File: src/rtl/uart_cmd_ctrl.sv
`timescale 1ns/1ps
// Command frame parser and timed sequencer sitting between the UART byte stream
// and the LED/buzzer driver; every completed frame is answered with ACK or NAK.
module uart_cmd_ctrl #(
  parameter int TICK_CYC = 5_000_000,
  parameter int GAP_CYC  = 500_000
) (
  input  logic       clk,
  input  logic       rst_n,
  input  logic [7:0] rx_data,
  input  logic       rx_vld,
  input  logic       tx_busy,
  output logic [7:0] tx_data,
  output logic       tx_req,
  output logic [1:0] cmd,
  output logic       active
);

  localparam int TW = $clog2(TICK_CYC);
  localparam int GW = $clog2(GAP_CYC + 1);

  localparam logic [7:0] HDR_BYTE = 8'hA5;
  localparam logic [7:0] ACK_BYTE = 8'h06;
  localparam logic [7:0] NAK_BYTE = 8'h15;

  typedef enum logic [1:0] {IDLE, GET_CMD, GET_DUR, GET_SUM} state_t;

  state_t        state_q, state_d;
  logic [7:0]    cmd_byte_q, cmd_byte_d;
  logic [7:0]    dur_q, dur_d;
  logic [GW-1:0] gap_q, gap_d;
  logic [TW-1:0] tick_q, tick_d;
  logic [7:0]    unit_q, unit_d;
  logic [1:0]    cmd_q, cmd_d;
  logic          active_q, active_d;
  logic [7:0]    tx_data_q, tx_data_d;
  logic          tx_req_q, tx_req_d;
  logic          pend_q, pend_d;

  logic          frame_done;
  logic          frame_good;
  logic          gap_timeout;
  logic [7:0]    sum_calc;

  assign sum_calc    = cmd_byte_q + dur_q;
  assign gap_timeout = (state_q != IDLE) && (gap_q == GW'(GAP_CYC));

  // Parser: a timed-out frame falls back to IDLE and the current byte is judged as an IDLE byte.
  always_comb begin
    state_d    = state_q;
    cmd_byte_d = cmd_byte_q;
    dur_d      = dur_q;
    gap_d      = gap_q;
    frame_done = 1'b0;
    frame_good = 1'b0;
    if (state_q == IDLE || gap_timeout) begin
      gap_d   = '0;
      state_d = (rx_vld && rx_data == HDR_BYTE) ? GET_CMD : IDLE;
    end else begin
      gap_d = rx_vld ? '0 : gap_q + GW'(1);
      case (state_q)
        GET_CMD: if (rx_vld) begin
          cmd_byte_d = rx_data;
          state_d    = GET_DUR;
        end
        GET_DUR: if (rx_vld) begin
          dur_d   = rx_data;
          state_d = GET_SUM;
        end
        GET_SUM: if (rx_vld) begin
          frame_done = 1'b1;
          frame_good = (rx_data == sum_calc) && (cmd_byte_q[7:2] == 6'd0);
          state_d    = IDLE;
        end
        default: state_d = IDLE;
      endcase
    end
  end

  // Duration timer; a good frame has priority over an expiry in the same cycle.
  always_comb begin
    cmd_d    = cmd_q;
    active_d = active_q;
    tick_d   = tick_q;
    unit_d   = unit_q;
    if (unit_q != 8'd0) begin
      if (tick_q == TW'(TICK_CYC - 1)) begin
        tick_d = '0;
        unit_d = unit_q - 8'd1;
        if (unit_q == 8'd1) begin
          cmd_d    = 2'b00;
          active_d = 1'b0;
        end
      end else begin
        tick_d = tick_q + TW'(1);
      end
    end
    if (frame_good) begin
      cmd_d    = cmd_byte_q[1:0];
      active_d = |cmd_byte_q[1:0];
      tick_d   = '0;
      unit_d   = dur_q;
    end
  end

  // Single-entry response slot: a newer ACK/NAK overwrites an unsent one.
  always_comb begin
    tx_data_d = tx_data_q;
    pend_d    = pend_q;
    if (frame_done) begin
      tx_data_d = frame_good ? ACK_BYTE : NAK_BYTE;
      pend_d    = 1'b1;
    end
    tx_req_d = pend_d && !tx_busy;
    if (tx_req_d) begin
      pend_d = 1'b0;
    end
  end

  always_ff @(posedge clk or negedge rst_n) begin
    if (!rst_n) begin
      state_q    <= IDLE;
      cmd_byte_q <= 8'h00;
      dur_q      <= 8'h00;
      gap_q      <= '0;
      tick_q     <= '0;
      unit_q     <= 8'h00;
      cmd_q      <= 2'b00;
      active_q   <= 1'b0;
      tx_data_q  <= 8'h00;
      tx_req_q   <= 1'b0;
      pend_q     <= 1'b0;
    end else begin
      state_q    <= state_d;
      cmd_byte_q <= cmd_byte_d;
      dur_q      <= dur_d;
      gap_q      <= gap_d;
      tick_q     <= tick_d;
      unit_q     <= unit_d;
      cmd_q      <= cmd_d;
      active_q   <= active_d;
      tx_data_q  <= tx_data_d;
      tx_req_q   <= tx_req_d;
      pend_q     <= pend_d;
    end
  end

  assign tx_data = tx_data_q;
  assign tx_req  = tx_req_q;
  assign cmd     = cmd_q;
  assign active  = active_q;

endmodule

File: config.mk
export PLATFORM = sky130hd
export DESIGN_NAME = uart_cmd_ctrl
export DESIGN_NICKNAME = d
export VERILOG_FILES = /design/src/rtl/uart_cmd_ctrl.sv
export SDC_FILE = /design/constraint.sdc
export NUM_CORES = 1
export LEC_CHECK = 0
export BUFFER_PORTS_ARGS = -buffer_cell sky130_fd_sc_hd__buf_2
export CAP_MARGIN = 15
export CORE_MARGIN = 2
export CORE_UTILIZATION = 40
export CTS_CLUSTER_DIAMETER = 30
export DETAILED_ROUTE_END_ITERATION = 6
export HOLD_SLACK_MARGIN = 0.06
export SETUP_SLACK_MARGIN = 0.3
export SLEW_MARGIN = 30
export SYNTH_ARGS = -nofsm -noshare
export SYNTH_HDL_FRONTEND = slang
export SYNTH_SLANG_ARGS = --single-unit
File: constraint.sdc
create_clock -name clk -period 3.9 [get_ports clk]
set_input_delay 0.39 -clock clk [delete_from_list [all_inputs] [get_ports clk]]
set_output_delay 0.39 -clock clk [all_outputs]
set_load 0.005 [all_outputs]
==> report_table.html <==
<table>
<tr><th>Metric</th><th>Value</th></tr>
<tr><th colspan="2">Status</th></tr>
<tr><td>Run status</td><td>complete, no violations</td></tr>
<tr><th colspan="2">STA</th></tr>
<tr><td>Number of hold violations in the final report</td><td>0</td></tr>
<tr><td>Final Max Slew Viols</td><td>0</td></tr>
<tr><td>Tightest Pin Transition</td><td>0.7623 ns</td></tr>
<tr><td>Highest achievable clock rate</td><td>316.4 MHz</td></tr>
<tr><td>Post-layout min period</td><td>3.161 ns</td></tr>
<tr><td># setup viols final</td><td>0</td></tr>
<tr><td>Final period utilization</td><td>81.04%</td></tr>
<tr><td>Worst clock skew on the final layout</td><td>0.009701 ns</td></tr>
<tr><td>Setup repair after global routing missed its margin</td><td>no</td></tr>
<tr><td>Aggregate negative setup slack</td><td>0 ns</td></tr>
<tr><td>Final-layout worst hold slack</td><td>0.04405 ns</td></tr>
<tr><td>Worst Setup Slack, final</td><td>0.7394 ns</td></tr>
<tr><td>Worst relative slew slack</td><td>48.80%</td></tr>
<tr><th colspan="2">Cells and area</th></tr>
<tr><td>Filler cells</td><td>974</td></tr>
<tr><td>Fraction of layout instances using a drive strength above 1</td><td>14.98%</td></tr>
<tr><td>Final antenna diode count</td><td>0</td></tr>
<tr><td>Multi-input gate area in the final layout</td><td>2155 um2</td></tr>
<tr><td>Area growth from synthesis to layout</td><td>10.77%</td></tr>
<tr><td>Final cell utilization of the core</td><td>45.15%</td></tr>
<tr><td>Final #Nets</td><td>458</td></tr>
<tr><td>Sequential cell area</td><td>1902 um2</td></tr>
<tr><th colspan="2">Place</th></tr>
<tr><td>Number of I/O port buffers</td><td>19</td></tr>
<tr><td>HPWL Detailed</td><td>5.660 mm</td></tr>
<tr><td>Post-Place Setup Slack</td><td>0.7064 ns</td></tr>
<tr><td>Gpl congestion</td><td>0.8413</td></tr>
<tr><th colspan="2">Yosys</th></tr>
<tr><td>Synth Area in Compound Gates</td><td>4.620%</td></tr>
<tr><td>Largest area contributor in the netlist</td><td>sky130_fd_sc_hd__dfrtp_1</td></tr>
<tr><td>Asr flop ratio synth</td><td>100.0%</td></tr>
<tr><td>Arithmetic-cell share of the synthesized area counting full adders, half adders and majority gates</td><td>5.281%</td></tr>
<tr><td>Post-synth EDFFs</td><td>0</td></tr>
<tr><td>Multiplexer area fraction after synthesis</td><td>7.951%</td></tr>
<tr><td>Post-synthesis simple-gate area fraction</td><td>21.78%</td></tr>
<tr><td>Register bit count reported by yosys</td><td>76</td></tr>
<tr><td>Fraction of synthesized cell area taken by the top area cell type</td><td>45.60%</td></tr>
<tr><td>Post-synthesis sequential area ratio</td><td>45.60%</td></tr>
<tr><td>Number of cells produced by synthesis</td><td>408</td></tr>
<tr><td>Fraction of synthesized cell area in xor and xnor cells</td><td>11.34%</td></tr>
<tr><td>Average cell area after synthesis</td><td>10.22 um2</td></tr>
<tr><td>Area contributors post-synth</td><td>sky130_fd_sc_hd__dfrtp_1 46%, sky130_fd_sc_hd__mux2_2 6.2%, sky130_fd_sc_hd__xnor2_1 6.1%, sky130_fd_sc_hd__xor2_1 5.3%, sky130_fd_sc_hd__ha_1 4.8%</td></tr>
<tr><td>Count of unique library cells instantiated by Yosys</td><td>48</td></tr>
<tr><td>Combinational family with the most area after synthesis</td><td>simple AND/OR/NAND/NOR gates</td></tr>
<tr><td>Cell Area, Synth</td><td>4170 um2</td></tr>
<tr><td>YS warnings</td><td>0</td></tr>
<tr><td>Top cells by instance count after synthesis</td><td>76 x sky130_fd_sc_hd__dfrtp_1, 41 x sky130_fd_sc_hd__nor2_1, 29 x sky130_fd_sc_hd__xnor2_1</td></tr>
<tr><td>Leading cell type by number of instances after synthesis</td><td>sky130_fd_sc_hd__dfrtp_1</td></tr>
<tr><td>Dominant register cell in the synthesized netlist</td><td>sky130_fd_sc_hd__dfrtp_1</td></tr>
<tr><th colspan="2">GRT</th></tr>
<tr><td>Maximum number of pins on one net before global-route repair</td><td>77</td></tr>
<tr><td>Total routing resource utilization after global routing</td><td>15.79%</td></tr>
<tr><td>Initial antenna violation count</td><td>0</td></tr>
<tr><td>Wire length of the first global-routing pass</td><td>14.06 mm</td></tr>
<tr><td>Number of global-route vias before repair</td><td>2961</td></tr>
<tr><td>GRT Residual Overflow</td><td>0</td></tr>
<tr><th colspan="2">Setup path</th></tr>
<tr><td>Sort of element at the end of the critical path</td><td>register</td></tr>
<tr><td>Arrival time worst endpoint</td><td>3.39 ns</td></tr>
<tr><td>Reg2Reg Setup Slack</td><td>0.74 ns</td></tr>
<tr><td>Critical setup path kind</td><td>register to register</td></tr>
<tr><td>Worst R2R Start</td><td>cmd_byte_q[0]</td></tr>
<tr><td>Worst reg2reg path depth</td><td>9</td></tr>
<tr><td>R2r endpoint</td><td>tick_q[8]</td></tr>
<tr><td>Series of cell instances along the critical path</td><td>ha_1 -&gt; fa_1 -&gt; a211oi_2 -&gt; o211ai_1 -&gt; a21boi_0 -&gt; a211o_1 -&gt; nor4_4 -&gt; buf_4 -&gt; nor3_1</td></tr>
<tr><td>Crit path required time</td><td>4.13 ns</td></tr>
<tr><td>Worst-path cell with the longest stage delay</td><td>sky130_fd_sc_hd__nor4_4</td></tr>
<tr><td>Critical path's largest stage delay</td><td>0.58 ns</td></tr>
<tr><td>Crit-path max FO</td><td>25</td></tr>
<tr><td>CP Launch Type</td><td>register</td></tr>
<tr><th colspan="2">Routing</th></tr>
<tr><td>Detailed Route Iter0 Violations</td><td>144</td></tr>
<tr><td>Overall routed net length</td><td>8.005 mm</td></tr>
<tr><td>Detail-routed via count per cell</td><td>5.149</td></tr>
<tr><td>Remaining routing DRC violations</td><td>0</td></tr>
<tr><td>Number of detailed-route iterations in the first pass</td><td>4</td></tr>
<tr><td>Total via count after detailed routing</td><td>2935</td></tr>
<tr><td>Antenna viol nets, final</td><td>0</td></tr>
<tr><td>DR WL/cell</td><td>14.04 um</td></tr>
<tr><th colspan="2">Power and ir drop</th></tr>
<tr><td>Power Density</td><td>375.2 nW/um2</td></tr>
<tr><td>Post-layout power</td><td>1733 uW</td></tr>
<tr><td>Static Leakage</td><td>0.001897 uW</td></tr>
<tr><td>Peak ir drop on the vdd network</td><td>0.2207 mV</td></tr>
<tr><th colspan="2">Floorplan</th></tr>
<tr><td>Chip Width</td><td>106.1 um</td></tr>
<tr><td>Starting Density</td><td>40.76%</td></tr>
<tr><td>Die extent in y</td><td>106.1 um</td></tr>
<tr><td>Area of the die</td><td>11260 um2</td></tr>
<tr><td>Placement row count</td><td>37</td></tr>
<tr><td>I/O pins</td><td>24</td></tr>
<tr><td>Placeable core region</td><td>10230 um2</td></tr>
<tr><th colspan="2">Clock tree</th></tr>
<tr><td>Max Buffers Root-to-Sink</td><td>2</td></tr>
<tr><td>Clock slew at reported path FFs</td><td>0.08 ns</td></tr>
<tr><td>Root cell of the clock tree</td><td>sky130_fd_sc_hd__clkbuf_8</td></tr>
<tr><td>Clock latency of the later-clocked register in the worst-skew pair</td><td>0.36 ns</td></tr>
<tr><td>Hold buffer count at cts</td><td>0</td></tr>
<tr><td>Post-CTS Setup Inserts</td><td>0</td></tr>
<tr><td>Clock tree from TritonCTS</td><td>done</td></tr>
<tr><td>Total CTS buffers</td><td>9</td></tr>
<tr><td>Number of cells upsized or downsized after cts</td><td>0</td></tr>
<tr><td>Number of sinks handled by clock tree synthesis</td><td>76</td></tr>
<tr><td># H-tree levels</td><td>3</td></tr>
<tr><th colspan="2">Worst hold path</th></tr>
<tr><td>Hold/Removal Path Class</td><td>input pin to async pin</td></tr>
<tr><th colspan="2">Job</th></tr>
<tr><td>Max cap viols</td><td>0</td></tr>
</table>
## metal layers
metal	global-route usage, %	part of all wire (%)	up-vias
li1	-	-	1464
met1	20.53	48	1437
met2	25.37	48	32
met3	4.537	3.2	2
met4	5.169	0.49	0
met5	0	0	-
## critical path: cells and delay by family (launching register included)
kind            cells  cell delay (ns)
compound gates      4             0.86
simple gates        2             0.68
fa+ha+maj           2             0.66
flops               1             0.42
buf+inv             1             0.41
## placed cells by master (no fill, tap or decap), types with 12 or more instances in the layout
cell / instances
sky130_fd_sc_hd__xnor2_1: 29
sky130_fd_sc_hd__dfrtp_1: 76
sky130_fd_sc_hd__nand3_1: 22
sky130_fd_sc_hd__ha_1: 16
sky130_fd_sc_hd__nand2_1: 24
sky130_fd_sc_hd__nand4_1: 12
sky130_fd_sc_hd__inv_1: 14
sky130_fd_sc_hd__xor2_1: 25
sky130_fd_sc_hd__mux2_2: 23
sky130_fd_sc_hd__buf_2: 18
sky130_fd_sc_hd__nor2_1: 41
sky130_fd_sc_hd__nor3_1: 27
## registers in the layout, summed over array words and instances, names as in the netlist
signal / cells
tick_q: 23
gap_q: 19
cmd_byte_q: 8
dur_q: 8
unit_q: 8
tx_data: 3
cmd: 2
state_q: 2
active: 1
pend_q: 1
tx_req: 1
## power breakdown
part           internal, uW  switching (uW)
Clock                   360             302
Sequential              815            31.3
Combinational          94.5             130
Total                  1270             463
## cell families (layout without fill, tap and decap cells)
group / count (synthesis) / after routing
mux: 30 / 30
fa+ha+maj: 17 / 17
buf+inv: 29 / 52
simple gates: 170 / 170
compound gates: 31 / 31
other cells: 1 / 4
xor+xnor: 54 / 54
flops: 76 / 76
## stage by stage
step / cell area, um2 / std cells
after CTS: 4611 / 570
after detailed placement: 4394 / 554
final: 4619 / 570
after global placement: 4394 / 554
after global routing: 4619 / 570
after floorplan: 4182 / 411
## worst max path at each step
| stage | from | to | slack (ns) | cells past startpoint |
|---|---|---|---|---|
| after global routing | cmd_byte_q[0] | tick_q[8] | 0.51 | 9 |
| after detailed placement | cmd_byte_q[0] | tick_q[22] | 0.71 | 9 |
| final | cmd_byte_q[0] | tick_q[8] | 0.74 | 9 |
| after global placement | cmd_byte_q[0] | tick_q[16] | 0.77 | 9 |
| after CTS | cmd_byte_q[0] | tick_q[4] | 0.70 | 9 |
| after floorplan | cmd_byte_q[0] | unit_q[6] | 1.08 | 9 |
## area by class of cell
type,instances,share of cell area [%]
clock buffers,10,2.763
clock inverters,6,1.923
inverters,14,1.138
multi-input cells,306,46.64
flip-flops and latches,76,41.17
well taps,136,3.684
repair buffers,22,2.681
No activity file was read; power rests on OpenSTA's default activity.
